<file path="src/rtl/evt_pkg.sv">
`default_nettype none
// ============================================================================
// Module   : evt_pkg
// Purpose  : Shared defaults and types for the match event logger.
// Revision : 1.0 - initial release
// ============================================================================
package evt_pkg;

  localparam int unsigned c_DEPTH = 4;
  localparam int unsigned c_TS_W  = 8;
  localparam int unsigned c_CNT_W = 8;

  typedef logic [c_TS_W-1:0] ts_t;

endpackage
`default_nettype wire

</file>
<file path="src/rtl/match_event_logger_if.sv">
`default_nettype none
// ============================================================================
// Module   : match_event_logger_if
// Purpose  : Valid/ready read port carrying queued event timestamps.
// Revision : 1.0 - initial release
// ============================================================================
interface match_event_logger_if
  import evt_pkg::*;
#(
  parameter int unsigned TS_W = c_TS_W
) ();

  logic            rd_valid;
  logic            rd_ready;
  logic [TS_W-1:0] rd_data;

  modport master (output rd_valid, output rd_data, input rd_ready);
  modport slave  (input rd_valid, input rd_data, output rd_ready);

endinterface
`default_nettype wire

</file>
<file path="src/rtl/evt_fifo.sv">
`default_nettype none
// ============================================================================
// Module   : evt_fifo
// Purpose  : Synchronous FIFO with wrap-bit pointers, push/pop/clr.
// Revision : 1.0 - initial release
// ============================================================================
module evt_fifo
  import evt_pkg::*;
#(
  parameter int unsigned DEPTH = c_DEPTH,
  parameter int unsigned WIDTH = c_TS_W
) (
  input  wire logic             clk,
  input  wire logic             rst_n,
  input  wire logic             clr,
  input  wire logic             push,
  input  wire logic             pop,
  input  wire logic [WIDTH-1:0] wr_data,
  output logic      [WIDTH-1:0] rd_data,
  output logic                  full,
  output logic                  empty
);

  localparam int unsigned c_AW = $clog2(DEPTH);

  logic [c_AW:0]      r_wr_ptr;
  logic [c_AW:0]      r_rd_ptr;
  logic [WIDTH-1:0]   r_mem [DEPTH];
  logic               w_push_ok;
  logic               w_pop_ok;

  assign empty = (r_wr_ptr == r_rd_ptr);
  assign full  = (r_wr_ptr[c_AW] != r_rd_ptr[c_AW]) &&
                 (r_wr_ptr[c_AW-1:0] == r_rd_ptr[c_AW-1:0]);

  // A pop on a full FIFO frees the slot the simultaneous push lands in.
  assign w_pop_ok  = pop & ~empty;
  assign w_push_ok = push & (~full | w_pop_ok);

  assign rd_data = r_mem[r_rd_ptr[c_AW-1:0]];

  always_ff @(posedge clk or negedge rst_n) begin
    if (!rst_n) begin
      r_wr_ptr <= '0;
      r_rd_ptr <= '0;
    end else if (clr) begin
      r_wr_ptr <= '0;
      r_rd_ptr <= '0;
    end else begin
      if (w_push_ok) r_wr_ptr <= r_wr_ptr + (c_AW+1)'(1);
      if (w_pop_ok)  r_rd_ptr <= r_rd_ptr + (c_AW+1)'(1);
    end
  end

  always_ff @(posedge clk or negedge rst_n) begin
    if (!rst_n) begin
      for (int i = 0; i < int'(DEPTH); i++) r_mem[i] <= '0;
    end else if (w_push_ok && !clr) begin
      r_mem[r_wr_ptr[c_AW-1:0]] <= wr_data;
    end
  end

endmodule
`default_nettype wire

</file>
<file path="src/rtl/match_event_logger.sv">
`default_nettype none
// ============================================================================
// Module   : match_event_logger
// Purpose  : Rising-edge match events, timestamped into a FIFO and counted.
// Revision : 1.0 - initial release
// ============================================================================
module match_event_logger
  import evt_pkg::*;
#(
  parameter int unsigned DEPTH = c_DEPTH,
  parameter int unsigned TS_W  = c_TS_W,
  parameter int unsigned CNT_W = c_CNT_W
) (
  input  wire logic             clk,
  input  wire logic             rst_n,
  input  wire logic             ena,
  input  wire logic             match_in,
  input  wire logic             clr,
  match_event_logger_if.master  rd,
  output logic      [CNT_W-1:0] evt_count,
  output logic                  fifo_full,
  output logic                  overflow
);

  logic             r_match_d;
  logic [TS_W-1:0]  r_ts;
  logic [CNT_W-1:0] r_evt_count;
  logic             r_overflow;
  logic             w_event;
  logic             w_empty;
  logic             w_full;
  logic [TS_W-1:0]  w_head;

  assign w_event = ena & match_in & ~r_match_d;

  evt_fifo #(
    .DEPTH (DEPTH),
    .WIDTH (TS_W)
  ) u_fifo (
    .clk     (clk),
    .rst_n   (rst_n),
    .clr     (clr),
    .push    (w_event & ~clr),
    .pop     (rd.rd_ready & ~clr),
    .wr_data (r_ts),
    .rd_data (w_head),
    .full    (w_full),
    .empty   (w_empty)
  );

  always_ff @(posedge clk or negedge rst_n) begin
    if (!rst_n) begin
      r_match_d   <= 1'b0;
      r_ts        <= '0;
      r_evt_count <= '0;
      r_overflow  <= 1'b0;
    end else begin
      // Edge history keeps tracking through clr so a held level stays one event.
      r_match_d <= match_in;
      if (clr) begin
        r_ts        <= '0;
        r_evt_count <= '0;
        r_overflow  <= 1'b0;
      end else begin
        if (ena) r_ts <= r_ts + TS_W'(1);
        if (w_event && !(&r_evt_count)) r_evt_count <= r_evt_count + CNT_W'(1);
        if (w_event && w_full && !rd.rd_ready) r_overflow <= 1'b1;
      end
    end
  end

  assign rd.rd_valid = ~w_empty;
  assign rd.rd_data  = w_head;
  assign evt_count   = r_evt_count;
  assign fifo_full   = w_full;
  assign overflow    = r_overflow;

endmodule
`default_nettype wire

</file>
<file path="src/flat_wrapper.sv">
// flat-port wrapper written by rule: the top's interface ports become plain ports
module match_event_logger_flat import evt_pkg::*;
#(
  parameter int unsigned DEPTH = c_DEPTH,
  parameter int unsigned TS_W  = c_TS_W,
  parameter int unsigned CNT_W = c_CNT_W
)
  (clk, rst_n, ena, match_in, clr, evt_count, fifo_full, overflow, rd_rd_valid, rd_rd_data, rd_rd_ready);
  match_event_logger_if #(.TS_W(TS_W)) rd_i ();
  input  wire logic clk;
  input  wire logic rst_n;
  input  wire logic ena;
  input  wire logic match_in;
  input  wire logic clr;
  output logic      [CNT_W-1:0] evt_count;
  output logic fifo_full;
  output logic overflow;
  output wire logic [$bits(rd_i.rd_valid)-1:0] rd_rd_valid;
  output wire logic [$bits(rd_i.rd_data)-1:0] rd_rd_data;
  input wire logic [$bits(rd_i.rd_ready)-1:0] rd_rd_ready;
  assign rd_rd_valid = rd_i.rd_valid;
  assign rd_rd_data = rd_i.rd_data;
  assign rd_i.rd_ready = rd_rd_ready;
  match_event_logger #(.DEPTH(DEPTH), .TS_W(TS_W), .CNT_W(CNT_W)) u_core (.clk(clk), .rst_n(rst_n), .ena(ena), .match_in(match_in), .clr(clr), .rd(rd_i), .evt_count(evt_count), .fifo_full(fifo_full), .overflow(overflow));
endmodule
</file>
<file path="config.mk">
export PLATFORM = sky130hd
export DESIGN_NAME = match_event_logger_flat
export DESIGN_NICKNAME = d
export VERILOG_FILES = /design/src/rtl/evt_pkg.sv /design/src/rtl/match_event_logger_if.sv /design/src/rtl/evt_fifo.sv /design/src/rtl/match_event_logger.sv /design/src/flat_wrapper.sv
export SDC_FILE = /design/constraint.sdc
export NUM_CORES = 1
export LEC_CHECK = 0
export BUFFER_PORTS_ARGS = -buffer_cell sky130_fd_sc_hd__buf_2
export CAP_MARGIN = 20
export CORE_MARGIN = 5
export CORE_UTILIZATION = 38
export CTS_CLUSTER_SIZE = 28
export DETAILED_ROUTE_END_ITERATION = 16
export HOLD_SLACK_MARGIN = 0.15
export PLACE_DENSITY_LB_ADDON = 0.15
export SLEW_MARGIN = 20
export SYNTH_ARGS = -nofsm -noshare
export SYNTH_HDL_FRONTEND = slang
export SYNTH_SLANG_ARGS = --single-unit
</file>
<file path="constraint.sdc">
create_clock -name clk -period 2.1 [get_ports clk]
set_input_delay 0.42 -clock clk [delete_from_list [all_inputs] [get_ports clk]]
set_output_delay 0.42 -clock clk [all_outputs]
set_load 0.005 [all_outputs]
</file>
# == After elaboration in Yosys (flattened, before gate mapping) ==
# Index checks and enable logic that the tools add are counted.
# totals
latchBits,0
memories,0
romBits,0
out_inout_bits,19
ram_bits,0
ff_bits,56
# op_classes
add_sub_neg,4
magnitude_cmp,3
shifts,0
n_mux,16
n_div,0
reduce_logical,15
n_bitwise,13
n_eq_ne,3
mul,0
# ops
op,count
$mux 8,7
$bwmux 32,1
$add 8x1->8 const B,2
$bmux 8 s2,1
$demux 8 s2,1
$mux 3,4
$reduce_bool 2->1,5
$reduce_and 8->1,1
$add 3x1->3 const B,2
$and 1x1->1,6
$ge 3x3->1 const B,2
$logic_and 1x1->1,6
$not 2->3,2
$not 1->1,4
$eq 3x3->1,1
$logic_not 1->1,3
$lt 3x1->1 const B,1
$eq 2x2->1,1
$mux 1,2
$ne 1x1->1,1
$or 1x1->1,1

# == Logic depth before layout (Yosys ltp) ==
# Gate-level depths: netlist of run 1.
# logic_depth
ltp_word,7
ltp_mapped,7

# == Hierarchy ==
# Synthesis of run 1 repeated with hierarchy kept, for this count alone.
# unflattened
cells_unflattened,218
area_unflattened_um2,2875.3
# by_module_without_submodules
module,n_inst,cells_per_inst,area_each_um2
evt_fifo,1,131,1966.9
match_event_logger,1,87,908.4

# == Worst setup path after synthesis of run 1 ==
# No wires, ideal clock.
# synth_path
kind,register -> register
startpoint,register u_core.u_fifo.r_rd_ptr[1]
endpoint,register u_core.u_fifo.r_mem[0] (netlist name)
path_slack_ps,207
t_arrival_ps,1768
stages_incl_launch_ff,7
required_time_ps,1975
period_less_slack_ps,1893
cell_sequence,dfrtp_1 > buf_4 > xor2_1 > o41a_1 > and3_1 > buf_6 > mux2_4
# synth_via
elab_chain_len,6
# synth_lines
element,line_no,text
"start, declared",evt_fifo.sv:27,logic [c_AW:0] r_rd_ptr;
"start signal, assigned",evt_fifo.sv:51,if (w_pop_ok) r_rd_ptr <= r_rd_ptr + (c_AW+1)'(1);
$eq 3x3->1 / $eq 2x2->1 (equally long branches),"evt_fifo.sv:32, evt_fifo.sv:34",
$not 1->1 / $logic_and 1x1->1 (equally long branches),"evt_fifo.sv:37, evt_fifo.sv:33",
$and 1x1->1 / $not 1->1 (equally long branches),"evt_fifo.sv:37, evt_fifo.sv:38",
$or 1x1->1 *,evt_fifo.sv:38,assign w_push_ok = push & (~full | w_pop_ok);
$and 1x1->1 *,evt_fifo.sv:38,
$logic_and 1x1->1 *,evt_fifo.sv:58,end else if (w_push_ok && !clr) begin
"end signal, assigned by index",evt_fifo.sv:59,r_mem[r_wr_ptr[c_AW-1:0]] <= wr_data;
"end, declared",evt_fifo.sv:28,logic [WIDTH-1:0] r_mem [DEPTH];
# Every way passes the cells marked *; elsewhere a longest branch is shown, timed or not.
# A chain may end at the register's enable or synchronous reset.

# == Final worst setup path of run 1 ==
# layout_path
startpoint,register u_core.u_fifo.r_rd_ptr[0]
endpoint,output port rd_rd_data[1]
# layout_via
elab_chain_len,4
# layout_lines
element,line_no,text
$not 2->3 (not written as such),evt_fifo.sv:40,assign rd_data = r_mem[r_rd_ptr[c_AW-1:0]];
$bmux 8 s2,evt_fifo.sv:40,
$mux 8 (not written as such) (2 in series),evt_fifo.sv:40,
"end, declared",flat_wrapper.sv:19,output wire logic [$bits(rd_i.rd_data)-1:0] rd_rd_data;
# Every way passes these cells. The select of a mux whose other input is x is not followed.

==> results of run 1 <==
==> synth_stat cells (all sizes together) <==
cell,n,share of area [%]
dfrtp,56,50
mux2,32,17
nor2,16,2.2
xor2,13,4.1
nand2,10,1.3
buf,8,2.5
mux4,8,6.5
and3,7,1.6
ha,7,3.1
a21oi,6,1.1
inv,4,0.54
mux2i,4,1.4
nand4,4,0.90
o21ai,4,0.72
or3,4,0.90
clkbuf,3,0.40
nand3,2,0.36
nor3,2,0.36
o211ai,2,0.54
o31ai,2,0.54
xnor2,2,0.63
a211oi,1,0.27
a31oi,1,0.22
and3b,1,0.31
nand3b,1,0.27
nor2b,1,0.22
o311ai,1,0.31
o41a,1,0.40
o41ai,1,0.31
or3b,1,0.31
or4,1,0.27
==> registers in the layout (all words and copies together), names as in the netlist <==
register and count:
u_core.r_match_d 1, u_core.overflow 1, u_core.u_fifo.r_wr_ptr 3, u_core.u_fifo.r_rd_ptr 3, u_core.u_fifo.r_mem 32, u_core.r_ts 8, u_core.evt_count 8
==> worst max-delay path, cell delays in order (launching register included) <==
cell and delay [ps]:
dfrtp_1 380, buf_6 210, mux4_2 520, buf_2 140
==> kinds of logic (layout without fill, tap and decap cells) <==
family | count (synthesis) | in the layout | share of synthesized area, %
adder cells (fa/ha/maj) | 7 | 7 | 3.14
AND/OR/NAND/NOR | 50 | 50 | 8.97
buffers and inverters | 15 | 48 | 3.45
XOR/XNOR | 15 | 15 | 4.71
multiplexers | 44 | 44 | 25.1
AO/OA/AOI/OAI | 19 | 19 | 4.39
flip-flops | 56 | 56 | 50.2
==> per-stage QoR <==
stage,utilization [%],TNS [ps]
after CTS,44.0,0
after global placement,42.2,-512
after global routing,44.1,0
after detailed placement,42.2,-342
final,44.1,0
after floorplan,-,0
==> timing repair <==
action,4_1_cts,5_1_grt
cloned,0,0
setup endpoints to repair,16,23
resized for setup,2,3
hold buffers,1,0
buffers inserted,0,0
endpoints found under the hold margin,18,0
==> cell type report <==
cell class	instances	area share [%]
Clock buffer	5	2.17
Clock inverter	3	1.34
Inverter	4	0.472
Multi-Input combinational cell	135	40.8
Sequential cell	56	44.1
Tap cell	99	3.90
Timing Repair Buffer	36	7.20
==> power by group through the flow <==
stage                     clock (mW)  combinational (mW)  sequential (mW)
after CTS                      0.743               0.179             1.12
after global placement             0               0.175             1.14
after detailed placement           0               0.176             1.14
after global routing           0.784               0.197             1.12
after floorplan                    0              0.0996             1.13
final                          0.713               0.174             1.12
==> worst max path at each step <==
stage | start | endpoint | slack [ps]
after floorplan | u_core.u_fifo.r_rd_ptr[1]$_DFFE_PN0P_ | u_core.u_fifo.r_mem[0]$_DFFE_PN0P_ | 210
after global placement | u_core.u_fifo.r_wr_ptr[2]$_DFFE_PN0P_ | u_core.u_fifo.r_mem[7]$_DFFE_PN0P_ | -70
after detailed placement | u_core.u_fifo.r_wr_ptr[2]$_DFFE_PN0P_ | u_core.u_fifo.r_mem[7]$_DFFE_PN0P_ | -50
after CTS | u_core.u_fifo.r_wr_ptr[2]$_DFFE_PN0P_ | u_core.u_fifo.r_mem[17]$_DFFE_PN0P_ | 5
after global routing | u_core.u_fifo.r_rd_ptr[0]$_DFFE_PN0P_ | rd_rd_data[4] | 40
final | u_core.u_fifo.r_rd_ptr[0]$_DFFE_PN0P_ | rd_rd_data[1] | 120
==> layer usage <==
| layer | GRT usage [%] | vias up | part of all wire, % |
|---|---|---|---|
| met3 | 2.81 | 5 | 4.1 |
| met4 | 4.27 | 0 | 1.2 |
| met5 | 0 | - | 0 |
| met1 | 18.5 | 836 | 49 |
| li1 | - | 800 | - |
| met2 | 20.2 | 29 | 45 |
==> results.tsv, run 1 <==
metric	value	unit
grt_antenna_before_repair	0	
worst_slack	122	ps
fp-row-count	31	
area_growth	13.9	%
slew_viol_final	0	
placed_cells	329	
crit_required	1680	ps
hold_end	u_core.r_match_d$_DFF_PN0_	
ys_ff_latch	56	
path_clk_slew	100	ps
via_per_inst	4.94	
cts_tree	yes	
drive_above_1_share	36.8	%
ios	25	
finalHoldWorstSlack	240	ps
hp-class	in2reg	
post-route-min-period	1980	ps
gp_congestion	0.728	
p_sw	470	uW
routedWlPerCell	15.8	um
dp_hpwl	3570	um
final_cell_mix	dfrtp_1 (56), mux2_4 (32), buf_2 (24)	
synth_fp_nets	219	
dp_slack	-45.6	ps
multi_input_area	0.00130	mm^2
status	completed	
fillers	705	
seq_area_frac_synth	50.2	%
clockBufferDepth	2	
ir_drop	0.000233	V
die_width	95.7	um
start_kind	flop	
r2r_slack	150	ps
die-area	0.00916	mm^2
crit_path_end_kind	output pin	
finalCritPeriodShare	94.2	%
relSlewSlack	68.3	%
grt_pass1_wl	9170	um
vias	1670	
p_clk_share	35.5	%
hold_depth	1	
finalPower	2.01	mW
grt_pass1_vias	1803	
syn-instance-count	206	
clock_skew	4.96	ps
regArea	0.00140	mm^2
finalInstanceArea	0.00318	mm^2
gr-total-overflow	0	
crit_fanout	10	
p_seq_share	55.8	%
placed_area	0.00305	mm^2
numCtsBuffers	5	
routed_wirelength	5360	um
grt_max_degree	39	
drt_iter0_markers	45	
die_height	95.7	um
comb_power_share	8.7	%
layout.cells.non_filler	338	
netlist_area	0.00279	mm^2
crit_arrival	1560	ps
max-cap-violations	0	
cellPowerDensity	631	mW/mm^2
hold_viol_final	0	
drtAntennaViolNets	0	
setup_viol	0	
ys.warnings.count	0	
tightest_slew	475	ps
clk_latency	310	ps
grt_usage	13.1	%
hold_start	match_in	
worstRegToRegCells	4	
drc	0	
drt-pass1-iter-count	4	
nNetsFinal	251	
syn_area_per_cell	13.5	um^2
io_buffers	24	
root_buffer	clkbuf_8	
p_sw_share	23.5	%
clock.fmax	506	MHz
internal-power	1.53	mW
reg2reg_to	u_core.u_fifo.r_mem[7]$_DFFE_PN0P_	
yosysUniqueCellTypes	34	
worstSetupPathType	reg2out	
power_leakage	1.54	nW
rsz0062_at_grt	false	
diodes	0	
clock-sinks	56	
core_area	0.00721	mm^2
crit-reg2reg-launch	u_core.u_fifo.r_wr_ptr[2]$_DFFE_PN0P_	
cts_max_level	2	
final_common_cell	dfrtp_1	
start_util	38.7	%
(Power assumes the default switching activity.)
==> run 2: changes to the inputs <==
REMOVE_ABC_BUFFERS = 1   (was not set)
==> run 2 against run 1 <==
  * Total power decreased by 5.5%
  * Global-route usage about the same
  * Clock power decreased by 15%
  * Core utilization decreased by 0.31 points
  * Count of clock-buffer cells in the layout increased by 1
  * Maximum frequency about the same
  * Hold slack improved by 4.2 ps
  * Cell count unchanged
  * Non-clock buffer count unchanged
  * First-iteration DRC count decreased by 18%
  * Routed wire length increased by 3.0%
  * Largest power group unchanged
==> results.tsv, run 2 (synthesis gave the netlist of run 1 again) <==
metric	value	unit
status	completed	
start_kind	flop	
drt-pass1-iter-count	6	
power_leakage	1.53	nW
hold_viol_final	0	
rsz0062_at_grt	false	
drtAntennaViolNets	0	
final_cell_mix	dfrtp_1 (56), mux2_4 (32), buf_2 (24)	
grt_antenna_before_repair	0	
routedWlPerCell	16.3	um
numCtsBuffers	5	
worstRegToRegCells	4	
via_per_inst	4.89	
drt_iter0_markers	37	
max-cap-violations	0	
nNetsFinal	251	
fp-row-count	31	
dp_slack	-98.7	ps
crit_slowest_cell	and3_2	
crit_required	2300	ps
final_common_cell	dfrtp_1	
drive_above_1_share	36.4	%
vias	1653	
area_growth	13.1	%
path_clk_slew	100	ps
worstSetupPathType	reg2reg	
multi_input_area	0.00130	mm^2
worst_slack	121	ps
grt_pass1_wl	9090	um
regArea	0.00140	mm^2
clock_skew	8.52	ps
crit_path_end_kind	flop	
path_delay_family	simple AND/OR/NAND/NOR gates	
drc	0	
core_area	0.00721	mm^2
crit-reg2reg-launch	u_core.u_fifo.r_wr_ptr[2]$_DFFE_PN0P_	
cellPowerDensity	601	mW/mm^2
fillers	685	
start_util	38.7	%
layout.cells.non_filler	338	
hp-class	in2reg	
post-route-min-period	1980	ps
tightest_slew	570	ps
worstSetupStartpoint	u_core.u_fifo.r_wr_ptr[2]$_DFFE_PN0P_	
placed_cells	329	
r2r_slack	120	ps
clk_latency	310	ps
diodes	0	
top_register	u_core.u_fifo.r_mem	
hold_start	match_in	
dp_hpwl	3740	um
root_buffer	clkbuf_8	
critPathBufInv	0	
gp_congestion	0.724	
routed_wirelength	5520	um
io_buffers	24	
worstPathCellList	xnor2_1 -> o41a_1 -> and3_2 -> mux2_4	
finalPower	1.90	mW
clock-sinks	56	
setup_viol	0	
die_width	95.7	um
clockBufferDepth	2	
die-area	0.00916	mm^2
largest_reg_flops	32	
ir_drop	0.000275	V
slew_viol_final	0	
reg2reg_to	u_core.u_fifo.r_mem[3]$_DFFE_PN0P_	
post_cts_buffers	0	
grt_usage	13.1	%
relSlewSlack	62.0	%
crit_arrival	2180	ps
grt_pass1_vias	1809	
hold_depth	1	
finalCritPeriodShare	94.3	%
gr-total-overflow	0	
cts_tree	yes	
die_height	95.7	um
ios	25	
cts_max_level	2	
slowest_delay	470	ps
hold_end	u_core.r_match_d$_DFF_PN0_	
grt_max_degree	35	
crit_fanout	9	
clock.fmax	505	MHz
## run 2: worst reg2reg max path: stages (launching register included)
cell and delay (ps):
dfrtp_1 430, xnor2_1 330, o41a_1 300, and3_2 470, mux2_4 340
## run 2: stage by stage
stage	TNS (ps)	hold slack, ps	utilization (%)	area [um^2]
2_1_floorplan	-262	124	-	2710
3_3_place_gp	-580	455	42.2	3050
3_5_place_dp	-822	448	42.2	3050
4_1_cts	0	234	43.7	3150
5_1_grt	0	241	43.7	3160
6_report	0	245	43.7	3160
## run 2: report_power, final
part	switching [mW]	total (mW)	internal, mW
Combinational	0.0917	0.175	0.0831
Clock	0.364	0.603	0.239
Sequential	0.0196	1.12	1.10
Total	0.476	1.90	1.42
## run 2: timing repair
action                     CTS  global route
gates resized for setup      3             2
hold endpoints to repair    22             0
setup endpoints to repair   17            12
hold buffers                 1             0
## run 2: cell type report
| cell class | count | area share (%) |
|---|---|---|
| sequential | 56 | 44.4 |
| multi-input combinational | 135 | 41.1 |
| timing repair buffer | 36 | 7.26 |
| tap | 99 | 3.93 |
| clock buffer | 6 | 2.30 |
| clock inverter | 2 | 0.515 |
| inverter | 4 | 0.476 |
## run 2: routing by layer
metal	GRT usage, %	part of all wire (%)
met1	17.8	50
met2	21.0	46
met3	2.50	3.1
met4	4.86	1.3
met5	0	0
## run 2: worst max-delay path by stage
stage | endpoint | slack [ps] | depth (start not counted)
3_5_place_dp | u_core.u_fifo.r_mem[1]$_DFFE_PN0P_ | -100 | 4
5_1_grt | rd_rd_data[3] | 30 | 3
2_1_floorplan | u_core.u_fifo.r_mem[0]$_DFFE_PN0P_ | -30 | 4
4_1_cts | u_core.u_fifo.r_mem[19]$_DFFE_PN0P_ | 30 | 4
3_3_place_gp | u_core.u_fifo.r_mem[3]$_DFFE_PN0P_ | -80 | 4
6_report | u_core.u_fifo.r_mem[3]$_DFFE_PN0P_ | 120 | 4
==> run 3: changes to the inputs <==
SKIP_CTS_REPAIR_TIMING = 1   (was not set)
SYNTH_HIERARCHICAL = 1   (was not set)
==> run 3 against run 2 <==
  * Hold slack better by 12 ps
  * Clock power up 2%
  * Register-to-register slack better by 40 ps
  * Maximum frequency down 3.3%
  * Critical path type is now reg2out
==> results.tsv, run 3 <==
metric	value	unit
status	completed	
slew_viol_final	0	
yosysUniqueCellTypes	37	
worstSetupPathType	reg2out	
ios	25	
clock.fmax	488	MHz
hold_start	match_in	
grt_pass1_vias	1846	
synth_edf_count	0	
top_register	u_core/u_fifo/r_mem	
largest_reg_flops	32	
drt_iter0_markers	69	
relSlewSlack	41.8	%
drtAntennaViolNets	0	
numCtsBuffers	5	
via_per_inst	5.04	
layout.cells.non_filler	357	
r2r_slack	160	ps
routedWlPerCell	15.9	um
ys_ff_latch	56	
path_delay_family	multiplexers	
ir_drop	0.000409	V
syn-instance-count	218	
tightest_slew	869	ps
finalHoldWorstSlack	257	ps
async_flop_share	100	%
fillers	699	
clock-sinks	56	
drt-pass1-iter-count	4	
clock_skew	8.88	ps
reg2reg_to	u_core/u_fifo/r_wr_ptr[0]$_DFFE_PN0P_	
routed_wirelength	5690	um
crit_path_end_kind	output pin	
final_cell_mix	dfrtp_1 (55), mux2_2 (36), buf_2 (24), nor2_1 (24), xor2_1 (13)	
netlist_area	0.00288	mm^2
hold_depth	1	
cts_tree	yes	
placed_cells	347	
dp_hpwl	4030	um
die-area	0.00941	mm^2
hold_viol_final	0	
clockBufferDepth	2	
cts_max_level	2	
fp-row-count	31	
power_leakage	1.64	nW
drive_above_1_share	39.5	%
area_growth	16.8	%
critPathBufInv	2	
grt_max_degree	49	
root_buffer	clkbuf_8	
die_width	97.0	um
crit_slowest_cell	mux4_2	
gp_congestion	0.781	
max-cap-violations	0	
utilization	46.1	%
post-route-min-period	2050	ps
crit_arrival	1630	ps
vias	1800	
drc	0	
start_kind	flop	
final_common_cell	dfrtp_1	
worstRegToRegCells	3	
seq_area_frac_synth	48.7	%
yosysMostFrequentCell	dfrtp_1	
ys.flop_type	dfrtp_1	
slowest_delay	520	ps
rsz0062_at_grt	true	
grt_usage	12.5	%
worstPathCellList	buf_12 -> mux4_2 -> buf_2	
nNetsFinal	270	
die_height	97.0	um
path_clk_slew	100	ps
grt_antenna_before_repair	0	
start_util	39.4	%
core_area	0.00729	mm^2
setup_viol	0	
grt_pass1_wl	9630	um
synth_area_leader_cell	dfrtp_1	
crit_fanout	8	
ys.warnings.count	6	
finalCritPeriodShare	97.5	%
gr-total-overflow	0	
diodes	0	
yosysTopAreaCellShare	48.7	%
crit_required	1680	ps
io_buffers	24	
hold_end	u_core/r_match_d$_DFF_PN0_	
hp-class	in2reg	
cellPowerDensity	555	mW/mm^2
synth_commonest_cells	dfrtp_1 (56), mux2_2 (36), nor2_1 (24)	
synth_area_leaders	dfrtp_1 (49%), mux2_2 (14%), mux4_2 (6.3%)	
clk_latency	310	ps
crit-reg2reg-launch	u_core/u_fifo/r_rd_ptr[0]$_DFFE_PN0P_	
syn_area_per_cell	13.2	um^2
-- run 3: layout make-up --
cell class,count,area [um^2],area share (%)
Sequential cell,56,1400,41.8
Clock inverter,2,13.8,0.410
Timing Repair Buffer,40,280,8.34
Inverter,5,18.8,0.559
Clock buffer,6,82.6,2.46
Multi-Input combinational cell,149,1440,42.8
Tap cell,99,124,3.69
-- run 3: worst reg2reg max path, cell delays in order (launching register included) --
cell	delay, ps
dfrtp_2	490
xor2_1	700
o41a_1	290
mux2_2	350
-- run 3: how the worst max path moves through the flow --
stage | startpoint | slack, ps | to | cells after the start
floorplan | u_core/u_fifo/r_rd_ptr[0]$_DFFE_PN0P_ | 20 | u_core/u_fifo/r_mem[0]$_DFFE_PN0P_ | 3
CTS | u_core/u_fifo/r_rd_ptr[0]$_DFFE_PN0P_ | -90 | rd_rd_data[4] | 3
global route | u_core/u_fifo/r_rd_ptr[0]$_DFFE_PN0P_ | -9 | rd_rd_data[4] | 3
finish | u_core/u_fifo/r_rd_ptr[0]$_DFFE_PN0P_ | 50 | rd_rd_data[4] | 3
detailed placement | clr | 160 | u_core/u_fifo/r_mem[4]$_DFFE_PN0P_ | 6
global placement | clr | 180 | u_core/u_fifo/r_mem[17]$_DFFE_PN0P_ | 6
-- run 3: cell families (layout without fill, tap and decap cells) --
group	count (synthesis)	in the layout	synth area share [%]
buf+inv	13	53	2.18
flops	56	56	48.7
xor+xnor	18	18	5.74
compound gates	18	18	7.75
mux	48	48	21.8
simple gates	58	58	10.8
fa+ha+maj	7	7	3.05
-- run 3: per-layer routing --
layer | vias up | track usage, % | share of wire, %
li1 | 869 | - | -
met1 | 910 | 17.4 | 49
met2 | 16 | 19.5 | 47
met3 | 5 | 2.95 | 3.1
met4 | 0 | 3.24 | 0.67
met5 | - | 0 | 0
-- run 3: metrics by stage --
stage                     setup slack (ps)  total power, mW  area [um^2]  setup TNS (ps)
after global placement                 180             1.27         3210               0
after detailed placement               165             1.27         3210               0
after CTS                            -91.8             1.89         3300            -540
after global routing                 -8.55             1.96         3360           -8.55
final                                 52.3             1.86         3360               0
after floorplan                       22.4             1.19         2830               0
-- run 3: where the power goes --
group	switching [mW]	internal, mW	total (mW)	leakage, nW
registers	0.0167	1.09	1.11	0.775
clock network	0.347	0.271	0.618	0.0516
logic	0.0776	0.0590	0.137	0.812
